File: src/rtl/mux_sel_scanner.sv
`default_nettype none
// +----------------------------------------------------------------------------+
// | Module   : mux_sel_scanner                                                 |
// | Purpose  : Walks a 4:1 mux select and assembles its output into a word.   |
// | Revision : 1.0                                                             |
// +----------------------------------------------------------------------------+
module mux_sel_scanner #(
  parameter int DIV    = 4,
  parameter int SETTLE = 1
) (
  input  logic       clk,
  input  logic       reset,
  input  logic       start,
  input  logic       continuous,
  input  logic       hold,
  input  logic       mux_out,
  output logic [1:0] sel,
  output logic [3:0] captured,
  output logic       busy,
  output logic       done,
  output logic [7:0] scan_count
);

  localparam logic [7:0] c_SETTLE = 8'(SETTLE);
  localparam logic [7:0] c_LAST   = 8'(DIV - 1);

  typedef enum logic [1:0] {
    ST_IDLE  = 2'd0,
    ST_DRIVE = 2'd1,
    ST_DONE  = 2'd2
  } state_t;

  state_t     r_state;
  state_t     w_next;
  logic [7:0] r_tick;
  logic [1:0] r_sel;
  logic [3:0] r_shadow;
  logic [3:0] r_captured;
  logic [7:0] r_count;
  logic       w_sample;
  logic       w_slot_end;
  logic [3:0] w_shadow_next;

  // The shadow word including this edge's sample, so the last slot can be
  // forwarded straight into captured when SETTLE == DIV-1.
  always_comb begin
    w_sample      = (r_state == ST_DRIVE) && !hold && (r_tick == c_SETTLE);
    w_slot_end    = (r_state == ST_DRIVE) && !hold && (r_tick == c_LAST);
    w_shadow_next = r_shadow;
    if (w_sample) begin
      w_shadow_next[r_sel] = mux_out;
    end
  end

  always_ff @(posedge clk or posedge reset) begin
    if (reset) begin
      r_state <= ST_IDLE;
    end else begin
      r_state <= w_next;
    end
  end

  always_comb begin
    w_next = r_state;
    busy   = 1'b0;
    done   = 1'b0;
    case (r_state)
      ST_IDLE: begin
        if (start) begin
          w_next = ST_DRIVE;
        end
      end
      ST_DRIVE: begin
        busy = 1'b1;
        if (w_slot_end && (r_sel == 2'd3)) begin
          w_next = ST_DONE;
        end
      end
      ST_DONE: begin
        busy   = 1'b1;
        done   = 1'b1;
        w_next = continuous ? ST_DRIVE : ST_IDLE;
      end
      default: begin
        w_next = ST_IDLE;
      end
    endcase
  end

  always_ff @(posedge clk or posedge reset) begin
    if (reset) begin
      r_tick     <= 8'd0;
      r_sel      <= 2'd0;
      r_shadow   <= 4'd0;
      r_captured <= 4'd0;
      r_count    <= 8'd0;
    end else begin
      case (r_state)
        ST_IDLE: begin
          if (start) begin
            r_tick <= 8'd0;
            r_sel  <= 2'd0;
          end
        end
        ST_DRIVE: begin
          r_shadow <= w_shadow_next;
          if (!hold) begin
            if (r_tick == c_LAST) begin
              if (r_sel == 2'd3) begin
                r_captured <= w_shadow_next;
              end else begin
                r_sel  <= r_sel + 2'd1;
                r_tick <= 8'd0;
              end
            end else begin
              r_tick <= r_tick + 8'd1;
            end
          end
        end
        ST_DONE: begin
          r_count <= r_count + 8'd1;
          r_tick  <= 8'd0;
          r_sel   <= 2'd0;
        end
        default: begin
          r_tick <= 8'd0;
        end
      endcase
    end
  end

  assign sel        = r_sel;
  assign captured   = r_captured;
  assign scan_count = r_count;

endmodule
`default_nettype wire

File: config.mk
export PLATFORM = sky130hd
export DESIGN_NAME = mux_sel_scanner
export DESIGN_NICKNAME = d
export VERILOG_FILES = /design/src/rtl/mux_sel_scanner.sv
export SDC_FILE = /design/constraint.sdc
export NUM_CORES = 1
export LEC_CHECK = 0
export ABC_CLOCK_PERIOD_IN_PS = 3200
export BUFFER_PORTS_ARGS = -buffer_cell sky130_fd_sc_hd__clkbuf_2
export CAP_MARGIN = 20
export CORE_ASPECT_RATIO = 1.75
export CORE_UTILIZATION = 50
export DETAILED_ROUTE_END_ITERATION = 10
export MAX_ROUTING_LAYER = met4
export PLACE_DENSITY_LB_ADDON = 0.2
export SYNTH_ARGS = -nofsm -noshare
export SYNTH_HDL_FRONTEND = slang
export SYNTH_SLANG_ARGS = --single-unit
File: constraint.sdc
create_clock -name clk -period 3.2 [get_ports clk]
set_clock_uncertainty 0.15 [all_clocks]
set_input_delay 0.16 -clock clk [delete_from_list [all_inputs] [get_ports clk]]
set_output_delay 0.16 -clock clk [all_outputs]
set_load 0.03 [all_outputs]
Word-level counts from Yosys, hierarchy flattened
Index checks and enable logic that the tools add are counted.
{"block": "totals", "register_bits": 28, "out_inout_bits": 16, "wordCells": 56}
{"block": "classes", "add_sub_neg": 3, "n_lt_le_gt_ge": 2, "eq_ne": 11, "n_mux": 20, "bitwise_logic": 1, "n_reduce_logical": 13}
{"operator": "two-way mux 8 bit", "n": 4}
{"operator": "adder 8 x 1 -> 8 bit, second input constant", "n": 2}
{"operator": "case mux 8 bit (2 select lines)", "n": 1}
{"operator": "two-way mux 2 bit", "n": 6}
{"operator": "case mux 2 bit (3 select lines)", "n": 2}
{"operator": "== test 8 x 1 -> 1 bit, second input constant", "n": 1}
{"operator": "== test 8 x 2 -> 1 bit, second input constant", "n": 1}
{"operator": "!= test 2 bit, second input constant", "n": 3}
{"operator": "logical AND 1 bit", "n": 5}
{"operator": "AND reduction 5 bit", "n": 1}
{"operator": "bitwise mux 4 bit", "n": 1}
{"operator": "== test 2 bit, second input constant", "n": 2}
{"operator": "two-way mux 1 bit", "n": 4}
{"operator": "two-way mux 4 bit", "n": 1}
{"operator": "!= test 2 x 1 -> 1 bit, second input constant", "n": 2}
{"operator": "AND reduction 4 bit", "n": 1}
{"operator": "less-than comparator 2 x 3 -> 1 bit, second input constant", "n": 1}
{"operator": "!= test 3 bit, second input constant", "n": 1}
{"operator": "AND reduction 3 bit", "n": 1}
{"operator": "nonzero test 3 bit", "n": 1}
{"operator": "adder 2 x 1 -> 2 bit, second input constant", "n": 1}
{"operator": "demux 1 bit (select 2 bit)", "n": 1}
{"operator": "== test 2 x 1 -> 1 bit, second input constant", "n": 1}
{"operator": "greater-or-equal comparator 2 x 1 -> 1 bit, second input constant", "n": 1}
{"operator": "other kinds (5)", "n": 5}

Logic depth before layout (Yosys ltp)
Gate-level depths: netlist of the first run.
{"block": "depth", "depth_word": 6, "ltp_mapped": 7, "depth_no_buf": 6}

Worst setup path after synthesis of the first run
No wires, ideal clock.
{"block": "synth_timing", "path_kind": "register to register", "start": "reg r_tick[3]", "end": "reg r_captured[1], in the netlist captured[1]", "setup_ps": 125, "t_arrival_ps": 1806, "required_ps": 2925, "setup_slack_ps": 1120, "path_stages_with_launch": 5, "path_buffers": 1, "synth_period_minus_slack_ps": 2080, "cell_sequence": "dfrtp_1 -> buf_6 -> or4_4 -> nor4_4 -> mux2_2"}
{"block": "synth_via", "elab_chain_len": 3, "word_cells_on_any_way": 5}
{"element": "start: declaration", "line": "35", "rtl": "logic [7:0] r_tick;"}
{"element": "start signal: assignment", "line": "116", "rtl": "r_tick <= r_tick + 8'd1;"}
{"element": "== test 8 x 1 -> 1 bit", "line": "47", "rtl": "w_sample = (r_state == ST_DRIVE) && !hold && (r_tick == c_SETTLE);"}
{"element": "logical AND 1 bit", "line": "47"}
{"element": "two-way mux 4 bit", "line": "50", "rtl": "if (w_sample) begin"}
{"element": "end signal: assignment", "line": "110", "rtl": "r_captured <= w_shadow_next;"}
{"element": "end: declaration", "line": "38", "rtl": "logic [3:0] r_captured;"}
Parallel ways exist; a longest one is shown, timed or not.
A chain may end at the register's enable or synchronous reset.

Final worst setup path of the first run
{"block": "layout_timing", "start": "reg r_tick[0]", "end": "reg r_captured[1], in the netlist captured[1]"}
Same word-level chain as after synthesis.

==> results of run 1 <==
-- power by group --
part           total (W)  internal (W)  switching [W]
combinational   0.000274      0.000100       0.000174
clock           0.000217      0.000110       0.000107
sequential      0.000415      0.000387      0.0000288
-- layout by cell type (no fill, tap or decap), drive strengths merged, types with 2 or more instances in the layout --
cell type,count
clkbuf,25
mux2,6
a21oi,4
a21o,3
a31oi,3
nor3,3
nor2,8
inv,8
or3,2
xor2,3
o21ai,3
nand2,10
nand2b,3
o22a,2
nor2b,2
nand3,7
dfrtp,28
mux2i,3
ha,11
xnor2,5
o31ai,3
nor4,2
nand4,7
-- final cells by class --
| type | instances | area share [%] |
|---|---|---|
| well taps | 28 | 2.00 |
| multi-input cells | 103 | 45.0 |
| inverters | 8 | 1.71 |
| clock buffers | 4 | 3.14 |
| repair buffers | 23 | 8.14 |
| flip-flops and latches | 28 | 40.0 |
-- layer usage --
metal | part of all wire [%] | vias up
li1 | - | 560
met1 | 41 | 560
met2 | 56 | 25
met3 | 2.6 | 5
met4 | 1.3 | 0
met5 | 0 | -
-- how the worst max path moves through the flow --
stage | startpoint | to | slack [ns] | depth (start not counted)
after floorplan | r_tick[3]$_DFFE_PP0P_ | captured[1]$_DFFE_PP0P_ | 1.12 | 4
after global placement | r_tick[0]$_DFFE_PP0P_ | captured[2]$_DFFE_PP0P_ | 1.0 | 4
after detailed placement | r_tick[0]$_DFFE_PP0P_ | captured[1]$_DFFE_PP0P_ | 0.94 | 4
after CTS | r_tick[0]$_DFFE_PP0P_ | captured[1]$_DFFE_PP0P_ | 0.92 | 4
after global routing | r_state[1]$_DFFE_PP0P_ | captured[1]$_DFFE_PP0P_ | 0.78 | 6
final | r_tick[0]$_DFFE_PP0P_ | captured[1]$_DFFE_PP0P_ | 0.93 | 4
-- cell families after synthesis --
| kind of cell | synth area share (%) |
|---|---|
| AO/OA/AOI/OAI | 12.7 |
| XOR/XNOR | 4.53 |
| adder cells (fa/ha/maj) | 8.90 |
| buffers and inverters | 3.72 |
| flip-flops | 45.3 |
| multiplexers | 6.31 |
| AND/OR/NAND/NOR | 18.5 |
-- cell usage after synthesis, drive strengths merged --
library cell / number / area share (%)
dfrtp: 28 / 45
ha: 11 / 8.9
nand2: 10 / 2.4
inv: 8 / 1.9
nor2: 8 / 1.9
nand3: 7 / 2.3
nand4: 7 / 2.8
mux2: 6 / 4.4
xnor2: 5 / 2.8
a21oi: 4 / 1.3
a21o: 3 / 1.5
a31oi: 3 / 1.2
clkbuf: 3 / 0.73
mux2i: 3 / 1.9
nand2b: 3 / 1.2
nor3: 3 / 1.3
o21ai: 3 / 0.97
o31ai: 3 / 1.5
xor2: 3 / 1.7
buf: 2 / 1.1
nor2b: 2 / 0.81
nor4: 2 / 2.2
o22a: 2 / 1.1
or3: 2 / 0.81
a211o: 1 / 0.57
a211oi: 1 / 0.49
a22o: 1 / 0.57
a41o: 1 / 0.65
and3b: 1 / 0.57
nor3b: 1 / 0.49
o221ai: 1 / 0.57
o2bb2ai: 1 / 0.57
o41a: 1 / 0.73
o41ai: 1 / 1.1
or2: 1 / 0.40
or3b: 1 / 0.57
or4: 1 / 0.73
-- flip-flops by register name, indices dropped and copies added, names as in the netlist --
| signal | cells |
|---|---|
| sel | 2 |
| r_tick | 8 |
| scan_count | 8 |
| r_state | 2 |
| r_shadow | 4 |
| captured | 4 |
-- stage by stage --
| step | cells | area [um2] | total power [W] |
|---|---|---|---|
| 4_1_cts | 193 | 1720 | 0.000907 |
| 2_1_floorplan | 144 | 1550 | 0.000623 |
| 6_report | 194 | 1750 | 0.000907 |
| 3_3_place_gp | 188 | 1660 | 0.000674 |
| 3_5_place_dp | 188 | 1660 | 0.000689 |
| 5_1_grt | 194 | 1750 | 0.000958 |
-- critical path: stages, from the launching register on --
cell and delay (ns):
dfrtp_1 0.41, ha_1 0.25, or3b_2 0.53, nor4_4 0.44, mux2_2 0.39
==> run metrics, run 1 <==
total track usage 21.2%; GRT Max-Usage Layer met2; initial detailed-routing violation count 23; Yosys reg bits 28; Final Slew Violations 0; Residual DRC 0; Leakage Power 0.864 nW; detailed-router iteration count before antenna repair 4; Arrival @ worst endpoint 2.29 ns; vias in the first global route 1231; CTS HTree Levels 1; number of vias per cell 5.93; Max VDD drop 0.000453 V; layout cells sized above 1 22.9%; hpwl dp 2300 um; routability cong. 0.870; CTS tree yes; M2 GR Usage 39.1%; Nets 184; global-route met1 utilization 22.1%; I/O Buffers 21; die width 44.0 um; pwr/cell area 518 nW/um2; part of the cycle the worst path needs 71.0%; area of the multi-input gates 788 um2; Filler cells 253; Hold WC Path Type in2reg; cts hold-fix bufs 1; reg2reg setup slack 0.93 ns; Worst Setup End Kind flop; Fmax 0.440 GHz; drt total wl 3090 um; number of antenna-violating nets in the routed design 0; register area share after synthesis 45.3%; final hold vios 0; r2r endpoint captured[1]$_DFFE_PP0P_; RSZ-0062 raised after global routing no; final core occ 59.8%; syn_nets 161; Slew Limit Headroom 53.7%; latest clock arrival within the worst-skew pair 0.28 ns; worst-margin pin slew 0.693 ns; post_cts resized 0; initial antenna violation count 0; Clk pin slew, worst setup/hold paths 0.09 ns; crit path launch type flop; total number of yosys warnings 0; Reg area 701 um2; Area Overhead vs Synth 13.3%; Synth Instances 144; total CTS buffers 3; met3 usage in global routing 3.08%; max cap viols 0; r2r startpoint r_tick[0]$_DFFE_PP0P_; worst hold slack 0.0228 ns; Yosys cell types 42; Worst Path Required 3.22 ns; Initial Utilization 52.8%; post-CTS setup buffer count 0; DP Worst Slack 0.935 ns; sink of the worst hold path r_shadow[3]$_DFFE_PP0P_; Crit Path Max Fanout 7; DIE HEIGHT 75.6 um; row cnt 26; antenna fix cells 0; CTS Root Cell clkbuf_8; die area 3330 um2; crit path kind reg2reg; Routed wire per std cell 15.9 um; clock sinks 28; post-layout min period 2.27 ns; largest net degree at the start of global routing 29; GRT Residual Overflow 0; total negative slack 0 ns; Hold Crit Start mux_out; Cell Area, Synth 1550 um2; average cell area after synthesis 10.7 um2; R2R depth 4; outcome complete, no violations; Hold Path Depth 2; CTS Buffer Depth 2; first-pass GRT wire length 5130 um; PnR worst setup slack 0.929 ns; io pins 22; routed via count 1150; CORE AREA 2930 um2; final setup vio count 0
Note: power is estimated with default switching activity, not from simulation.
==> inputs of run 2 (changes only) <==
--- a/config.mk
+++ b/config.mk
@@ -5,7 +5,8 @@
 export SDC_FILE = /design/constraint.sdc
 export NUM_CORES = 1
 export LEC_CHECK = 0
-export ABC_CLOCK_PERIOD_IN_PS = 3200
+export ABC_AREA = 1
+export ABC_CLOCK_PERIOD_IN_PS = 2300
 export BUFFER_PORTS_ARGS = -buffer_cell sky130_fd_sc_hd__clkbuf_2
 export CAP_MARGIN = 20
 export CORE_ASPECT_RATIO = 1.75
==> constraint.sdc (replaced) <==
create_clock -name clk -period 2.3 [get_ports clk]
set_clock_uncertainty 0.15 [all_clocks]
set_input_delay 0.115 -clock clk [delete_from_list [all_inputs] [get_ports clk]]
set_output_delay 0.115 -clock clk [all_outputs]
set_load 0.03 [all_outputs]
==> run metrics, run 2 <==
routed via count 1195 (+3.9%); Worst Setup End Kind flop; clock sinks 28 (unchanged); CTS Buffer Depth 2 (unchanged); final hold vios 0 (unchanged); first-pass GRT wire length 4750 um (-7.5%); total track usage 19.8% (-1.4 points); Routed wire per std cell 11.6 um (-27%); Residual DRC 0 (unchanged); Hold WC Path Type in2reg; final cell count without fillers 236 (+22%); Max VDD drop 0.000483 V (+6.6%); drt total wl 2740 um (-11%); Area Overhead vs Synth 14.6%; Cell Area, Synth 1540 um2 (-0.49%); sink of the worst hold path r_shadow[1]$_DFFE_PP0P_; die area 3310 um2 (-0.46%); GRT Residual Overflow 0 (unchanged); Arrival @ worst endpoint 1.81 ns (-0.48 ns); dominant cells by area after synthesis dfrtp_1, nand2_1, ha_1; register area share after synthesis 45.5% (+0.22 points); ys async rst share 100% (unchanged); part of the cycle the worst path needs 77.9% (+6.9 points); R2R depth 9 (+5); final setup vio count 0 (unchanged); latest clock arrival within the worst-skew pair 0.27 ns (about the same); Nets 226 (+23%); CTS tree yes; initial antenna violation count 0 (unchanged); layout cells sized above 1 20.7% (-2.2 points); antenna fix cells 0 (unchanged); syn_nets 199 (+24%); cts hold-fix bufs 1 (unchanged); CTS Root Cell clkbuf_8; I/O Buffers 21 (unchanged); Power Total 0.00152 W (+67%); vias in the first global route 1140 (-7.4%); CP most frequent cell nand2_1; crit path launch type flop; Critical Path Source r_state[1]$_DFFE_PP0P_; max cap viols 0 (unchanged); Worst Path Required 2.32 ns (-0.90 ns); Clk pin slew, worst setup/hold paths 0.09 ns (about the same); post-CTS setup buffer count 0 (unchanged); ordered list of cells on the worst path inv_1, ha_1, inv_1, nor2_1, nand2_2, nand2_1, o21ai_2, nand2_1, nand2_1; r2r endpoint captured[2]$_DFFE_PP0P_; Slew Limit Headroom 76.6% (+23 points); Final Cell Area 1760 um2 (+0.64%); row cnt 26 (unchanged); post-layout min period 1.79 ns (-0.479 ns); ys flop type dfrtp_1; CTS HTree Levels 1 (unchanged); RSZ-0062 raised after global routing no; DP Cell Count 231 (+23%); most frequent cell after synthesis nand2_1; average cell area after synthesis 8.46 um2 (-21%); Hold Path Depth 3 (+1); routability cong. 0.830 (-4.6%); number of antenna-violating nets in the routed design 0 (unchanged); detailed-router iteration count before antenna repair 6 (+2); Yosys cell types 24 (-43%); Post-DP Area 1680 um2 (+1.4%); initial detailed-routing violation count 20 (-13%); Fmax 0.558 GHz (+27%); Post-synth EDFFs 0 (unchanged); r2r startpoint r_state[1]$_DFFE_PP0P_; commonest non-fill, non-tap cell in the layout nand2_1; total number of yosys warnings 0 (unchanged); commonest cells after routing, fill and taps aside nand2_1, dfrtp_1, clkbuf_2; number of vias per cell 5.06 (-15%); total CTS buffers 3 (unchanged); DIE HEIGHT 75.4 um (-0.24%); Synth area leader dfrtp_1; Synth Instances 182 (+26%); pwr/cell area 860 nW/um2 (+66%); max incr delay on CP 0.43 ns (-0.10 ns); Initial Utilization 52.6% (-0.26 points); Hold Crit Start mux_out; Yosys reg bits 28 (unchanged); outcome complete, no violations; critical path's slowest cell dfrtp_1; post_cts resized 0 (unchanged); io pins 22 (unchanged); CORE AREA 2930 um2 (unchanged); Leakage Power 0.987 nW (+14%); reg2reg setup slack 0.51 ns (-0.42 ns); total negative slack 0 ns (unchanged); crit path kind reg2reg; Final Slew Violations 0 (unchanged); Synth top area share 45.5% (+0.22 points); hpwl dp 2200 um (-4.6%); synth cell count leaders nand2_1, dfrtp_1, inv_1, nor2_1, ha_1; Crit Path Max Fanout 9 (+2); worst-margin pin slew 0.351 ns (-0.341 ns); largest net degree at the start of global routing 29 (unchanged); die width 43.9 um (-0.23%)
## run 2: cell types whose count changed after synthesis, sizes merged, moves of 4 or more
cell and delta:
inv +15, mux2 -5, nand2 +51, nand4 -5, nor2 +7, o21ai +7, xor2 +4
## run 2: per-layer routing
| layer | routed length, um | vias up | global-route usage (%) |
|---|---|---|---|
| met1 | 1070 | 563 | 19.8 |
| met5 | 0 | - | - |
| met3 | 39 | 2 | 2.13 |
| li1 | - | 616 | - |
| met2 | 1610 | 14 | 38.3 |
| met4 | 25 | 0 | 7.07 |
## run 2: cell families (layout without fill, tap and decap cells)
family | Yosys count | in the layout | share of synthesized area (%)
buffers and inverters | 24 | 50 | 5.93
DFF | 28 | 28 | 45.5
adders and majority gates | 11 | 11 | 8.94
muxes | 1 | 1 | 0.732
AOI/OAI and AO/OA | 16 | 16 | 6.42
xor gates and xnor gates | 11 | 11 | 6.26
and+or+nand+nor | 91 | 91 | 26.2
## run 2: worst max-delay path: cells and delay by family, from the launching register on
family / cells / cell delay (ns)
compound gates: 1 / 0.06
fa+ha+maj: 1 / 0.33
buf+inv: 2 / 0.21
flops: 1 / 0.43
simple gates: 5 / 0.51
## run 2: metrics by stage
stage | worst slack, ns | util, % | hold slack (ns)
CTS | 0.486 | 60.2 | 0.0585
global placement | 0.571 | 57.4 | 0.0258
finish | 0.508 | 60.2 | 0.0664
detailed placement | 0.515 | 57.4 | 0.0317
floorplan | 0.559 | - | 0.0304
global route | 0.338 | 60.2 | 0.0740
## run 2: worst max-delay path by stage
stage	endpoint	slack, ns
floorplan	scan_count[6]$_DFFE_PP0N_	0.56
global route	captured[3]$_DFFE_PP0P_	0.34
detailed placement	captured[3]$_DFFE_PP0P_	0.51
finish	captured[2]$_DFFE_PP0P_	0.51
global placement	captured[1]$_DFFE_PP0P_	0.57
CTS	captured[2]$_DFFE_PP0P_	0.49
## run 2: area by class of cell
type	instances	area [um2]
timing repair buffer	23	123
inverter	23	86.3
fill	275	1160
clock inverter	1	30.0
sequential	28	701
clock buffer	3	41.3
multi-input combinational	130	747
tap	28	35.0
## run 2: where the power goes
group | switching [W] | internal [W] | leakage [nW]
clock | 0.000150 | 0.000233 | 0.0357
combinational | 0.000338 | 0.000175 | 0.568
sequential | 0.0000640 | 0.000557 | 0.384
total | 0.000552 | 0.000965 | 0.987
==> inputs of run 3 (changes only) <==
--- a/config.mk
+++ b/config.mk
@@ -6,7 +6,7 @@
 export NUM_CORES = 1
 export LEC_CHECK = 0
 export ABC_AREA = 1
-export ABC_CLOCK_PERIOD_IN_PS = 2300
+export ABC_CLOCK_PERIOD_IN_PS = 1820
 export BUFFER_PORTS_ARGS = -buffer_cell sky130_fd_sc_hd__clkbuf_2
 export CAP_MARGIN = 20
 export CORE_ASPECT_RATIO = 1.75
==> constraint.sdc (replaced) <==
create_clock -name clk -period 1.82 [get_ports clk]
set_clock_uncertainty 0.15 [all_clocks]
set_input_delay 0.091 -clock clk [delete_from_list [all_inputs] [get_ports clk]]
set_output_delay 0.091 -clock clk [all_outputs]
set_load 0.03 [all_outputs]
==> run metrics, run 3 (synthesis gave the netlist of run 2 again) <==
Comb power frac 36.0% (+2.2 points); hpwl dp 2290 um (+4.1%); number of vias per cell 5.13 (+1.2%); DIE HEIGHT 75.4 um (unchanged); Arrival @ worst endpoint 1.71 ns (-0.10 ns); sw power 0.000743 W (+35%); sequential share of power 39.5% (-1.4 points); initial detailed-routing violation count 36 (+80%); critical path's slowest cell dfrtp_1; Initial Utilization 52.6% (unchanged); clock sinks 28 (unchanged); ordered list of cells on the worst path inv_1, ha_1, nand2_1, nand2_1, a21oi_2, inv_2, nand2_1, o21ai_1; Filler cells 265 (-3.6%); commonest cells after routing, fill and taps aside nand2_1, dfrtp_1, clkbuf_2; GRT Residual Overflow 0 (unchanged); die width 43.9 um (unchanged); CP bufs+invs 2 (unchanged); Leakage Power 1.00 nW (+1.6%); detailed-router iteration count before antenna repair 10 (+4); drt total wl 3010 um (+9.8%); Fmax 0.589 GHz (+5.6%); max cap viols 0 (unchanged); P_int 0.00126 W (+30%); CTS Buffer Depth 2 (unchanged); io pins 22 (unchanged); Post-DP Area 1690 um2 (+0.45%); vias in the first global route 1158 (+1.6%); Clk pin slew, worst setup/hold paths 0.10 ns (about the same); Nets 229 (+1.3%); RSZ-0062 raised after global routing yes; final hold vios 0 (unchanged); row cnt 26 (unchanged); violated checks design-rule violations; largest net degree at the start of global routing 29 (unchanged); PnR worst setup slack 0.123 ns (-0.385 ns); Max VDD drop 0.000648 V (+34%); Slew Limit Headroom 75.9% (-0.71 points); Residual DRC 2 (+2); routability cong. 0.911 (+9.8%); Area Overhead vs Synth 17.0%; CP most frequent cell nand2_1; I/O Buffers 21 (unchanged); pwr/cell area 1110 nW/um2 (+29%); first-pass GRT wire length 4850 um (+2.2%); number of antenna-violating nets in the routed design 0 (unchanged); Sw Ratio 37.1% (+0.74 points); layout cells sized above 1 22.7% (+2.1 points); CORE AREA 2930 um2 (unchanged); routed via count 1225 (+2.5%); Worst Path Required 1.83 ns (-0.49 ns); Final Cell Area 1800 um2 (+2.1%); crit path kind reg2reg; commonest non-fill, non-tap cell in the layout nand2_1; CTS tree yes; crit path launch type flop; latest clock arrival within the worst-skew pair 0.27 ns (about the same); outcome finished with violations; initial antenna violation count 0 (unchanged); DP Worst Slack 0.0754 ns (-0.439 ns); Hold WC Path Type in2reg; Clock Power Share 24.5% (-0.7 points); Routed wire per std cell 12.6 um (+8.5%); CTS HTree Levels 1 (unchanged); total CTS buffers 3 (unchanged); part of the cycle the worst path needs 93.2% (+15 points); antenna fix cells 0 (unchanged); max incr delay on CP 0.45 ns (+0.02 ns); Crit Path Max Fanout 9 (unchanged); Worst Setup End Kind flop; CTS Root Cell clkbuf_8; final core occ 61.5% (+1.3 points); die area 3310 um2 (unchanged); post-layout min period 1.70 ns (-0.0953 ns); worst-margin pin slew 0.362 ns (+0.0107 ns); total track usage 20.2% (+0.42 points); final setup vio count 0 (unchanged); Top Family by Delay on Critical Path flip-flops; Final Slew Violations 0 (unchanged)
run 3: what timing repair did:
| item | 4_1_cts | 5_1_grt |
|---|---|---|
| resized for setup | 0 | 3 |
| endpoints found under the setup margin | 0 | 16 |
| hold buffers | 1 | 0 |
| setup buffers | 0 | 2 |
| hold endpoints to repair | 28 | 0 |
run 3: final timing paths:
check | from | end | slack (ns) | cells after the start
hold reg to reg | captured[0]$_DFFE_PP0P_ | captured[0]$_DFFE_PP0P_ | 0.34 | 2
setup / recovery | r_state[0]$_DFFE_PP0P_ | r_tick[4]$_DFFE_PP0P_ | 0.12 | 8
hold / removal | mux_out | r_shadow[0]$_DFFE_PP0P_ | 0.06 | 3
min in group asynchronous | reset | scan_count[0]$_DFFE_PP0N_ | 0.25 | 4
max in group asynchronous | reset | captured[2]$_DFFE_PP0P_ | 1.00 | 4
setup reg to reg | r_state[0]$_DFFE_PP0P_ | r_tick[4]$_DFFE_PP0P_ | 0.12 | 8
run 3: per-stage QoR:
stage                     hold slack, ns  instances  total power (W)  TNS, ns
after floorplan                  0.00641        182          0.00130        0
after global placement          0.000497        232          0.00143        0
after detailed placement         0.00768        232          0.00146        0
after CTS                         0.0456        237          0.00197        0
after global routing              0.0769        239          0.00214   -0.225
final                             0.0555        239          0.00200        0
run 3: worst register-to-register path: stages, from the launching register on:
cell and delay [ns]:
dfrtp_1 0.45, inv_1 0.09, ha_1 0.22, nand2_1 0.13, nand2_1 0.12, a21oi_2 0.18, inv_2 0.11, nand2_1 0.07
o21ai_1 0.07
run 3: power groups by stage:
stage | logic [W] | clock network, W | registers [W]
floorplan | 0.000487 | 0 | 0.000818
global placement | 0.000641 | 0 | 0.000794
detailed placement | 0.000663 | 0 | 0.000798
CTS | 0.000675 | 0.000504 | 0.000787
global route | 0.000818 | 0.000521 | 0.000801
finish | 0.000720 | 0.000491 | 0.000790
run 3: cell type report:
type / count / area [um2] / share of cell area (%)
inverter: 23 / 86.3 / 4.79
clock buffer: 3 / 41.3 / 2.29
tap: 28 / 35.0 / 1.95
timing repair buffer: 26 / 145 / 8.06
multi-input combinational: 130 / 762 / 42.3
clock inverter: 1 / 30.0 / 1.67
sequential: 28 / 701 / 38.9
run 3: per-layer routing:
metal,share of wire (%),vias to the layer above,wire [um],GRT usage [%]
met5,0,-,0,-
met4,2.0,0,61,9.09
met3,1.2,4,37,2.13
met2,57,14,1730,39.3
met1,39,586,1190,19.3
li1,-,621,-,-
